--- src/rtl/uart_tx_ctrl_if.sv ---
// Byte handshake between a requester and the UART transmitter.
interface uart_tx_ctrl_if;
   logic [7:0] din;
   logic       din_valid;
   logic       din_ready;

   // Requester side: offers bytes, observes ready.
   modport master (output din, output din_valid, input din_ready);
   // Transmitter side: consumes bytes, reports ready.
   modport slave  (input din, input din_valid, output din_ready);
endinterface

--- src/rtl/uart_tx_ctrl.sv ---
// UART transmitter: 8 data bits, no parity, 1 or 2 stop bits, LSB first.
module uart_tx_ctrl #(
   parameter int unsigned CLKS_PER_BIT = 16,
   parameter int unsigned STOP_BITS    = 1
) (
   input  logic            clk,
   input  logic            rst_n,
   input  logic            en,
   uart_tx_ctrl_if.slave   bus,
   output logic            tx,
   output logic            busy,
   output logic            done
);

   localparam int unsigned CNT_W = (CLKS_PER_BIT > 1) ? $clog2(CLKS_PER_BIT) : 1;

   typedef enum logic [1:0] {
      IDLE  = 2'd0,
      START = 2'd1,
      DATA  = 2'd2,
      STOP  = 2'd3
   } state_t;

   state_t           state;
   logic [CNT_W-1:0] cnt;
   logic [2:0]       idx;
   logic             stop_cnt;
   logic [7:0]       shift_reg;
   logic             bit_end;
   logic             accept;

   // Handshake and bit-period decode.
   assign bus.din_ready = (state == IDLE) && en;
   assign accept        = bus.din_valid && bus.din_ready;
   assign bit_end       = (cnt == CNT_W'(CLKS_PER_BIT - 1));
   assign busy          = (state != IDLE);

   // Frame sequencer; everything freezes while en is low, and done only survives one enabled cycle.
   always_ff @(posedge clk or negedge rst_n) begin
      if (!rst_n) begin
         state     <= IDLE;
         cnt       <= '0;
         idx       <= '0;
         stop_cnt  <= 1'b0;
         shift_reg <= '0;
         tx        <= 1'b1;
         done      <= 1'b0;
      end else if (en) begin
         done <= 1'b0;
         case (state)
            IDLE: begin
               if (accept) begin
                  shift_reg <= bus.din;
                  cnt       <= '0;
                  idx       <= '0;
                  stop_cnt  <= 1'b0;
                  tx        <= 1'b0;
                  state     <= START;
               end
            end
            START: begin
               if (bit_end) begin
                  cnt   <= '0;
                  idx   <= '0;
                  tx    <= shift_reg[0];
                  state <= DATA;
               end else begin
                  cnt <= cnt + CNT_W'(1);
               end
            end
            DATA: begin
               if (bit_end) begin
                  cnt       <= '0;
                  shift_reg <= {1'b0, shift_reg[7:1]};
                  idx       <= idx + 3'd1;
                  if (idx == 3'd7) begin
                     tx    <= 1'b1;
                     state <= STOP;
                  end else begin
                     tx <= shift_reg[1];
                  end
               end else begin
                  cnt <= cnt + CNT_W'(1);
               end
            end
            STOP: begin
               if (bit_end) begin
                  cnt <= '0;
                  if (stop_cnt == 1'(STOP_BITS - 1)) begin
                     stop_cnt <= 1'b0;
                     done     <= 1'b1;
                     state    <= IDLE;
                  end else begin
                     stop_cnt <= 1'b1;
                  end
               end else begin
                  cnt <= cnt + CNT_W'(1);
               end
            end
            default: state <= IDLE;
         endcase
      end else begin
         done <= 1'b0;
      end
   end

endmodule

--- src/flat_wrapper.sv ---
// flat-port wrapper written by rule: the top's interface ports become plain ports
module uart_tx_ctrl_flat 
#(
   parameter int unsigned CLKS_PER_BIT = 16,
   parameter int unsigned STOP_BITS    = 1
)
  (clk, rst_n, en, tx, busy, done, bus_din, bus_din_valid, bus_din_ready);
  uart_tx_ctrl_if bus_i ();
  input  logic clk;
  input  logic rst_n;
  input  logic en;
  output logic tx;
  output logic busy;
  output logic done;
  input wire logic [$bits(bus_i.din)-1:0] bus_din;
  input wire logic [$bits(bus_i.din_valid)-1:0] bus_din_valid;
  output wire logic [$bits(bus_i.din_ready)-1:0] bus_din_ready;
  assign bus_i.din = bus_din;
  assign bus_i.din_valid = bus_din_valid;
  assign bus_din_ready = bus_i.din_ready;
  uart_tx_ctrl #(.CLKS_PER_BIT(CLKS_PER_BIT), .STOP_BITS(STOP_BITS)) u_core (.clk(clk), .rst_n(rst_n), .en(en), .bus(bus_i), .tx(tx), .busy(busy), .done(done));
endmodule
--- config.mk ---
export PLATFORM = sky130hd
export DESIGN_NAME = uart_tx_ctrl_flat
export DESIGN_NICKNAME = d
export VERILOG_FILES = /design/src/rtl/uart_tx_ctrl_if.sv /design/src/rtl/uart_tx_ctrl.sv /design/src/flat_wrapper.sv
export SDC_FILE = /design/constraint.sdc
export NUM_CORES = 1
export LEC_CHECK = 0
export ABC_AREA = 1
export CAP_MARGIN = 20
export CELL_PAD_IN_SITES_DETAIL_PLACEMENT = 0
export CELL_PAD_IN_SITES_GLOBAL_PLACEMENT = 1
export CORE_UTILIZATION = 35
export CTS_CLUSTER_DIAMETER = 50
export DETAILED_ROUTE_END_ITERATION = 7
export GPL_ROUTABILITY_DRIVEN = 0
export PLACE_DENSITY = 0.71
export REMOVE_ABC_BUFFERS = 1
export SYNTH_ARGS = -nofsm -noshare
export SYNTH_HDL_FRONTEND = slang
export SYNTH_SLANG_ARGS = --single-unit
--- constraint.sdc ---
create_clock -name clk -period 1.3 [get_ports clk]
set_input_delay 0.13 -clock clk [delete_from_list [all_inputs] [get_ports clk]]
set_output_delay 0.13 -clock clk [all_outputs]
set_load 0.01 [all_outputs]
==> results.py <==
metrics = {
    "die": {
        "floorplan.core_area_um2": 3130,
        "die_w_um": 59.9,
        "floorplan.die.height_um": 59.9,
        "num_rows": 20,
        "floorplan.initialDensity_pct": 37.5,
        "dieArea_um2": 3590,
        "design.portCount": 16,
    },
    "pwr": {
        "sw_pwr_uw": 1490,
        "share_comb_of_total_power_pct": 62.2,
        "fraction_of_power_spent_switching_nets_pct": 44.3,
        "sequentialPowerShare_pct": 28.6,
        "pwr_dens_nw_per_um2": 2040,
        "intPower_uw": 1880,
        "power.leakage_uw": 0.000895,
        "vdd_ir_drop_max_mv": 0.997,
        "power.share.clock_pct": 9.2,
    },
    "synthesis": {
        "synth-edff-count": 0,
        "area_of_the_mapped_netlist_um2": 1170,
        "synth.top_cell.area_share_pct": 38.4,
        "yosys_register_bits": 19,
        "synth_warnings": 0,
        "per_instance_average_area_after_synthesis_um2": 7.38,
        "ys_seq_area_share_pct": 40.6,
        "synth.most_common_cell": "sky130_fd_sc_hd__nand2_1",
        "post_synth_inst_count": 159,
        "cell_type_with_the_highest_aggregate_area_in_the_netlist": "sky130_fd_sc_hd__dfrtp_1",
        "synth.top_cells.by_area": "sky130_fd_sc_hd__dfrtp_1 (38%), sky130_fd_sc_hd__nand2_1 (24%), sky130_fd_sc_hd__ha_1 (8.5%)",
        "netlist-cell-type-count": 21,
        "post_synth_arst_share_pct": 100,
        "synth-main-ff-cell": "sky130_fd_sc_hd__dfrtp_1",
        "synth_common_cells": "sky130_fd_sc_hd__nand2_1 (75), sky130_fd_sc_hd__dfrtp_1 (18), sky130_fd_sc_hd__inv_1 (14), sky130_fd_sc_hd__nand3_1 (13), sky130_fd_sc_hd__ha_1 (8)",
    },
    "detailed_routing": {
        "drt_drc_violations_left": 0,
        "met3WireLength_um": 120,
        "routed.top_layer": "met4",
        "drt-initial-drc-count": 42,
        "num_vias": 1102,
        "via_per_instance_ratio": 4.57,
        "total_wirelength_um": 2820,
        "dr_wl_met2_um": 1440,
        "m1WireLength_um": 1250,
        "detail_route.first_pass.iterations": 4,
        "drt-wirelength-per-cell_um": 11.7,
        "antenna_violating_nets_remaining": 0,
    },
    "clock_tree": {
        "clk_transition_reported_paths_ns": 0.12,
        "cts_htree_levels": 1,
        "cts.path.max_buffers": 2,
        "clock_sinks": 19,
        "cts.root.buffer_cell": "sky130_fd_sc_hd__clkbuf_4",
        "clock_latency_ns": 0.30,
        "tritoncts": "built",
        "cts_bufs_inserted": 3,
    },
    "cells_and_area": {
        "final_layout_size_suffix_gt1_share_pct": 31.5,
        "flip_flop_count_of_the_largest_register_after_layout": 8,
        "synthToLayoutAreaGrowth_pct": 41.2,
        "diodes_inserted": 0,
        "post-route-util_pct": 53.0,
        "final_net_count": 218,
        "post-route-cell-area_um2": 1660,
    },
    "place": {
        "hpwl_um": 2050,
        "post_dp_cell_area_um2": 1500,
        "port-buffer-count": 15,
    },
    "worst_setup_path": {
        "timing.critical_path.fanout_max": 6,
        "critical_path.startpoint": "u_core.state[0]$_DFFE_PN0P_",
        "reg2reg_setup_slack_ns": -0.06,
        "critical_path_rt_ns": 1.50,
        "cp-start-kind": "flip-flop",
        "critical_register_to_register_path_endpoint": "u_core.shift_reg[7]$_DFFE_PN0P_",
        "setup.worst_path.end_class": "flip-flop",
        "critical_path.endpoint": "u_core.shift_reg[7]$_DFFE_PN0P_",
        "startpoint_to_endpoint_class_of_the_critical_path": "reg2reg",
        "worstPathArrival_ns": 1.56,
        "rr_startpoint": "u_core.state[0]$_DFFE_PN0P_",
        "reg2regPathDepth": 9,
    },
    "worst_hold_path": {
        "min_path_type": "in2async",
    },
    "sta": {
        "final_hold_vio_count": 0,
        "timing_worst_slew_pin_value_ns": 0.252,
        "hold_ws_ns": 0.154,
        "relSlewSlack_pct": 83.2,
        "finClkSkew_ns": 0.00836,
        "rsz0062_at_grt": "true",
        "final_worst_setup_slack_ns": -0.0611,
        "tns_ns": -0.495,
        "achievable-frequency_mhz": 735,
        "fin_crit_sh_pct": 105,
        "slew_violations": 0,
        "setup_violations": 14,
        "final_period_minus_worst_setup_slack_ns": 1.36,
    },
    "global_routing": {
        "grt_max_degree": 20,
        "grt.overflow.total": 0,
        "antenna_found_initial": 0,
        "grt_pass1_wl_um": 4710,
        "vias_in_the_first_global_route": 1116,
        "grt.total_usage_pct": 17.7,
    },
    "run_status": {
        "run_status": "finished with violations",
        "failed_checks": "setup timing",
    },
    "run": {
        "timing.max_cap.violations": 0,
    },
}
## cell usage in the layout, fill, tap and decap left out, types with 2 or more instances in the layout
cell                              count
sky130_fd_sc_hd__nand2_1             70
sky130_fd_sc_hd__nand2_2              7
sky130_fd_sc_hd__nor2_2               3
sky130_fd_sc_hd__dfrtp_1             18
sky130_fd_sc_hd__o21ai_1              2
sky130_fd_sc_hd__clkdlybuf4s50_1     11
sky130_fd_sc_hd__ha_4                 3
sky130_fd_sc_hd__inv_1               11
sky130_fd_sc_hd__ha_2                 3
sky130_fd_sc_hd__a21oi_1              3
sky130_fd_sc_hd__buf_4               16
sky130_fd_sc_hd__buf_6                6
sky130_fd_sc_hd__nand2_4              3
sky130_fd_sc_hd__ha_1                 2
sky130_fd_sc_hd__nor2_1               2
sky130_fd_sc_hd__nand3_2              2
sky130_fd_sc_hd__dlygate4sd2_1        2
sky130_fd_sc_hd__clkbuf_4             3
sky130_fd_sc_hd__nand3_1             11
sky130_fd_sc_hd__inv_2                6
## per-layer routing
layer  global-route usage (%)  vias up
met4                     4.98        0
met1                     22.3      512
li1                         -      563
met5                        0        -
met3                     2.60        2
met2                     31.1       25
## worst max-delay path, stage by stage, from the launching register on
cell and delay, ns:
sky130_fd_sc_hd__dfrtp_1 0.40, sky130_fd_sc_hd__inv_2 0.11, sky130_fd_sc_hd__ha_4 0.16, sky130_fd_sc_hd__buf_6 0.11, sky130_fd_sc_hd__nand2_4 0.07, sky130_fd_sc_hd__nand2_4 0.11
sky130_fd_sc_hd__inv_8 0.06, sky130_fd_sc_hd__buf_6 0.13, sky130_fd_sc_hd__nand3b_1 0.07, sky130_fd_sc_hd__nand2_1 0.05
## cells by family after synthesis
logic type	synth area share (%)
AOI/OAI and AO/OA	4.37
xor gates and xnor gates	0.746
adders and majority gates	8.53
buffers and inverters	7.57
DFF	40.6
and+or+nand+nor	38.2
## power groups by stage
stage	clock network [uW]	logic (uW)	registers (uW)
global route	348	2330	994
detailed placement	0	1760	962
finish	312	2100	965
global placement	0	1740	953
floorplan	0	1060	960
CTS	326	1820	955
## layout make-up
class,instances,area [um2]
clock inverter,1,5.00
fill,330,1470
sequential,19,477
timing repair buffer,36,320
clock buffer,3,22.5
tap,44,55.1
inverter,19,81.3
multi-input combinational,119,696
## per-stage QoR
stage / cells / worst slack [ns] / power, uW
floorplan: 157 / -0.302 / 2020
global placement: 234 / -0.135 / 2690
detailed placement: 234 / -0.155 / 2720
CTS: 239 / -0.116 / 3100
global route: 241 / -0.127 / 3670
finish: 241 / -0.0611 / 3370
## worst min path at each step
stage	start	end	cells past startpoint
4_1_cts	rst_n	u_core.cnt[2]$_DFFE_PN0P_	2
2_1_floorplan	rst_n	u_core.cnt[0]$_DFFE_PN0P_	0
3_5_place_dp	u_core.tx$_DFFE_PN1P_	u_core.tx$_DFFE_PN1P_	2
3_3_place_gp	u_core.shift_reg[2]$_DFFE_PN0P_	u_core.shift_reg[2]$_DFFE_PN0P_	2
5_1_grt	rst_n	u_core.state[0]$_DFFE_PN0P_	2
6_report	rst_n	u_core.cnt[2]$_DFFE_PN0P_	2
## repair_timing
item | 4_1_cts | 5_1_grt
gates cloned | 0 | 0
endpoints found under the setup margin | 22 | 20
buffers inserted | 1 | 2
resized for setup | 15 | 30
hold buffers | 0 | 0
pin swaps | 1 | 14
(Power assumes the default switching activity.)
==> variant 1: new RTL, config.mk and constraints unchanged <==
`CLKS_PER_BIT` is set to 16 in 2 places; all go to 32.
--- a/src/rtl/uart_tx_ctrl.sv
+++ b/src/rtl/uart_tx_ctrl.sv
@@ -1,5 +1,5 @@
 // UART transmitter: 8 data bits, no parity, 1 or 2 stop bits, LSB first.
 module uart_tx_ctrl #(
-   parameter int unsigned CLKS_PER_BIT = 16,
+   parameter int unsigned CLKS_PER_BIT = 32,
    parameter int unsigned STOP_BITS    = 1
 ) (
--- a/src/flat_wrapper.sv
+++ b/src/flat_wrapper.sv
@@ -2,5 +2,5 @@
 module uart_tx_ctrl_flat 
 #(
-   parameter int unsigned CLKS_PER_BIT = 16,
+   parameter int unsigned CLKS_PER_BIT = 32,
    parameter int unsigned STOP_BITS    = 1
 )
Function: no difference found for any inputs over 10 cycles, from zero or initial values and one cycle with rst_n low; that may be too few to reach the edited logic, so the function may still have changed.
==> variant 1 against the original RTL <==
The run still ends with negative setup slack left; cell count rose by 5.8%; cell area rose by 8.2%; synthesized area rose by 8.8%; utilization decreased by 0.51 points; wire length down 0.85%; power rose by 6.2%; setup slack got worse by 0.24 ns; worst hold slack better by 0.00095 ns; sequential cell count up 1.
==> variant 1: results (changes against the original RTL) <==
vias in the first global route 1044 (-6.5%); Clk Latency, worst-skew pair approximately 0.31 ns; worst-case setup margin in the final layout -0.297 ns (-0.236 ns); TritonRoute pass-1 iters 4 (unchanged); clock root buffer master sky130_fd_sc_hd__clkbuf_4; clock tree skew after final layout 0.00367 ns (-0.00469 ns); layout filler cell count 326 (-1.2%); layout cell share with drive strength beyond 1 36.8% (+5.4 points); initial antenna violation count 0 (unchanged); final net count 232 (+6.4%); top cell type's share of synthesized area 37.2% (-1.2 points); failing checks negative setup slack; warnings from Yosys 0 (unchanged); Worst setup SP type flop; sequential share of the synthesized area 39.3% (-1.3 points); launch instance of the worst register-to-register path u_core.cnt[0]; Detail Placement HPWL 1960 µm (-4.4%); class of the tightest hold or removal check in -> async; Antenna diodes 0 (unchanged); setup violation total in the final timing report 18 (+4); slowest CP cell sky130_fd_sc_hd__dfrtp_1; top cells by area, synth sky130_fd_sc_hd__dfrtp_1, sky130_fd_sc_hd__nand2_1, sky130_fd_sc_hd__ha_1, sky130_fd_sc_hd__nand3_2, sky130_fd_sc_hd__inv_1; result of the run finished with violations; worst ir drop on vdd 0.674 mV (-32%); routed via count 1170 (+6.2%); CTS HTree Levels 1 (unchanged); Buffers on Ports 15 (unchanged); largest stage delay on the critical path 0.38 ns (-0.02 ns); overall routing resource usage 14.8% (-2.9 points); Detailed Route Iter0 Violations 26 (-38%); Tightest Pin Transition 0.281 ns (+0.0289 ns); most frequent cells after synthesis sky130_fd_sc_hd__nand2_1, sky130_fd_sc_hd__dfrtp_1, sky130_fd_sc_hd__inv_1; kind of cell adding the most delay to the critical path simple AND/OR/NAND/NOR gates; critical path fanouts, max 4 (-2); post-CTS clock slew at the launch and capture registers of the worst setup and hold paths 0.13 ns; Cell variety after synth 25 (+19%); maximum number of pins on one net before global-route repair 21 (+5.0%); global-route wire length before repair 4590 µm (-2.6%); CTS Buf Count 3 (unchanged); number of flip-flops under the largest register name 8 (unchanged); main flop type after synthesis sky130_fd_sc_hd__dfrtp_1; proportion of synthesized flip-flops having asynchronous set or reset 100% (unchanged); total detailed-routing wirelength 2800 µm (-0.85%); maximum count of clock buffers along a single path 2 (unchanged); leakage power 0.967 nW (+8.1%)
[variant 1: cell types whose count changed after synthesis, moves of 2 or more]
cell,delta
sky130_fd_sc_hd__a21oi_1,-4
sky130_fd_sc_hd__o21ai_0,+6
sky130_fd_sc_hd__ha_1,+2
sky130_fd_sc_hd__nand3_2,+7
sky130_fd_sc_hd__nand3_1,-8
sky130_fd_sc_hd__nand2_1,+5
sky130_fd_sc_hd__o21ai_1,-3
sky130_fd_sc_hd__inv_2,-3
[variant 1: stage by stage]
step	setup TNS, ns	cell area (µm²)	std cells	setup WS [ns]
3_5_place_dp	-6.02	1630	244	-0.375
3_3_place_gp	-4.87	1630	244	-0.313
2_1_floorplan	-4.99	1240	161	-0.472
4_1_cts	-4.46	1710	251	-0.309
5_1_grt	-6.05	1790	255	-0.440
6_report	-4.12	1790	255	-0.297
[variant 1: kinds of logic after synthesis]
| family | count (synthesis) | share of synthesized area (%) |
|---|---|---|
| AOI/OAI and AO/OA | 10 | 5.49 |
| DFF | 20 | 39.3 |
| and+or+nand+nor | 105 | 37.7 |
| adders and majority gates | 10 | 9.79 |
| buffers and inverters | 19 | 7.74 |
[variant 1: per-layer routing]
metal  routed length, µm  GRT usage [%]
met2                1380           25.5
met4                  18           5.23
met1                1350           19.0
met3                  49           1.64
met5                   0              0
[variant 1: final timing paths]
path | to | slack [ns] | depth (start not counted)
setup / recovery | u_core.state[0] | -0.30 | 12
hold / removal | u_core.done | 0.16 | 2
setup reg to reg | u_core.state[0] | -0.30 | 12
hold reg to reg | u_core.shift_reg[6] | 0.49 | 2
max in group asynchronous | u_core.tx | 0.87 | 2
min in group clk | u_core.shift_reg[0] | 0.46 | 5
[variant 1: where the power goes]
part	switching [mW]	internal, mW	total [mW]
combinational	1.17	1.05	2.22
sequential	0.133	0.851	0.984
clock	0.212	0.171	0.383
total	1.51	2.07	3.58
[variant 1: what timing repair did]
item / CTS / global route
pin swaps: 2 / 15
setup buffers: 3 / 4
setup endpoints to repair: 24 / 22
resized for setup: 23 / 21
cloned: 0 / 0
[variant 1: final cells by class]
cell class | instances | share of cell area (%)
tap | 46 | 3.21
inverter | 16 | 3.63
sequential | 20 | 28.0
clock buffer | 4 | 2.03
timing repair buffer | 44 | 21.6
multi-input combinational | 125 | 41.5
==> variant 2: new RTL, same settings <==
Without the edit above. Put one more register stage on the output `tx`, cleared by the reset. The value now appears one clock later. The other outputs are not delayed to match.
--- a/src/rtl/uart_tx_ctrl.sv
+++ b/src/rtl/uart_tx_ctrl.sv
@@ -22,4 +22,6 @@
    } state_t;
 
+   logic tx_s0;
+
    state_t           state;
    logic [CNT_W-1:0] cnt;
@@ -44,5 +46,5 @@
          stop_cnt  <= 1'b0;
          shift_reg <= '0;
-         tx        <= 1'b1;
+         tx_s0     <= 1'b1;
          done      <= 1'b0;
       end else if (en) begin
@@ -55,5 +57,5 @@
                   idx       <= '0;
                   stop_cnt  <= 1'b0;
-                  tx        <= 1'b0;
+                  tx_s0     <= 1'b0;
                   state     <= START;
                end
@@ -63,5 +65,5 @@
                   cnt   <= '0;
                   idx   <= '0;
-                  tx    <= shift_reg[0];
+                  tx_s0 <= shift_reg[0];
                   state <= DATA;
                end else begin
@@ -75,8 +77,8 @@
                   idx       <= idx + 3'd1;
                   if (idx == 3'd7) begin
-                     tx    <= 1'b1;
+                     tx_s0 <= 1'b1;
                      state <= STOP;
                   end else begin
-                     tx <= shift_reg[1];
+                     tx_s0 <= shift_reg[1];
                   end
                end else begin
@@ -105,4 +107,12 @@
    end
 
+   always_ff @(posedge clk or negedge rst_n) begin
+      if (!rst_n) begin
+         tx <= '0;
+      end else begin
+         tx <= tx_s0;
+      end
+   end
+
 endmodule
 
Formal check against the unedited RTL: not equivalent (a bounded check fails within 4 cycles, from zero or initial values and one cycle with rst_n low).
==> variant 2 against the original RTL <==
The run still ends with negative setup slack left; largest power group unchanged; global-route usage is 1.2 points lower; count of clock-buffer cells in the layout stayed put; setup slack worse by 0.012 ns; non-clock buffer count is 2 lower; synthesized area is 5.8% lower; power is 3.2% higher; cell area is 0.38% lower; sequential cell count is 1 higher; die area is 5.6% lower; wire length is 13% lower; critical endpoint is now bus_din_ready.
==> variant 2: results (changes against the original RTL) <==
number of gates resized after cts 33 (+18); post-CTS setup-driven buffer insertion count 2 (+1); worst-case setup margin in the final layout -0.0727 ns (-0.0116 ns); GRT met3 Usage 2.01% (-0.59 points); Avg Inst Size Synth 8.01 µm² (+8.6%); met2 usage 27.1% (-4.0 points); setup violation total in the final timing report 15 (+1); leakage power 0.813 nW (-9.1%); placed cell count 211 (-9.8%); met1 track demand over resource 21.9% (-0.47 points); Worst R2R Path Depth 8 (-1); Detail Placement HPWL 1740 µm (-15%); maximum number of pins on one net before global-route repair 21 (+5.0%); capture point of the worst reg-to-reg path u_core.shift_reg[6]; fraction of standard cell area that is sequential 30.4% (+1.6 points); layout filler cell count 280 (-15%); most frequent cells after synthesis sky130_fd_sc_hd__nand2_1, sky130_fd_sc_hd__dfrtp_1, sky130_fd_sc_hd__nand3_1; routed via count 985 (-11%); synthesized-area fraction occupied by ao, oa, aoi and oai cells 7.13% (+2.8 points); failing checks negative setup slack; critical path fanouts, max 3 (-3); final-layout non-clock buffer area share 18.7% (-0.61 points); Tightest Pin Transition 0.287 ns (+0.0348 ns); global-route wire length before repair 4220 µm (-11%); Cell variety after synth 20 (-4.8%); top cells by area, synth sky130_fd_sc_hd__dfrtp_1, sky130_fd_sc_hd__nand2_1, sky130_fd_sc_hd__ha_1, sky130_fd_sc_hd__nand3_1, sky130_fd_sc_hd__inv_1; critical path start-end classification reg -> out; XOR/XNOR Fraction of Synth Area 0.792% (+0.046 points); layout cell share with drive strength beyond 1 33.3% (+1.9 points); number of register bits inferred by synthesis 20 (+1); largest stage delay on the critical path 0.42 ns (+0.02 ns); fraction of area in clock buffers and inverters 3.18% (+1.5 points); CP Data Arrival Time 1.24 ns (-0.32 ns); result of the run finished with violations; area of the die 0.00339 mm² (-5.6%)
-- variant 2: cell types whose count changed after synthesis, moves of 2 or more --
cell and change:
sky130_fd_sc_hd__a21oi_1 -2, sky130_fd_sc_hd__a21oi_2 +2, sky130_fd_sc_hd__inv_1 -4, sky130_fd_sc_hd__inv_2 -2, sky130_fd_sc_hd__nand2_1 -14, sky130_fd_sc_hd__nand2_2 -2
sky130_fd_sc_hd__nand3_2 +2, sky130_fd_sc_hd__nor2_1 -3, sky130_fd_sc_hd__o21ai_1 +3
-- variant 2: report_power, final --
| part | leakage, nW | switching (mW) | internal, mW | total (mW) |
|---|---|---|---|---|
| Clock | 0.0279 | 0.217 | 0.312 | 0.529 |
| Combinational | 0.527 | 1.04 | 0.904 | 1.94 |
| Sequential | 0.258 | 0.147 | 0.866 | 1.01 |
-- variant 2: metal layers --
metal	vias to the layer above	wire length, µm
met1	453	1100
met2	18	1250
met3	4	75
li1	510	-
met4	0	27
met5	-	0
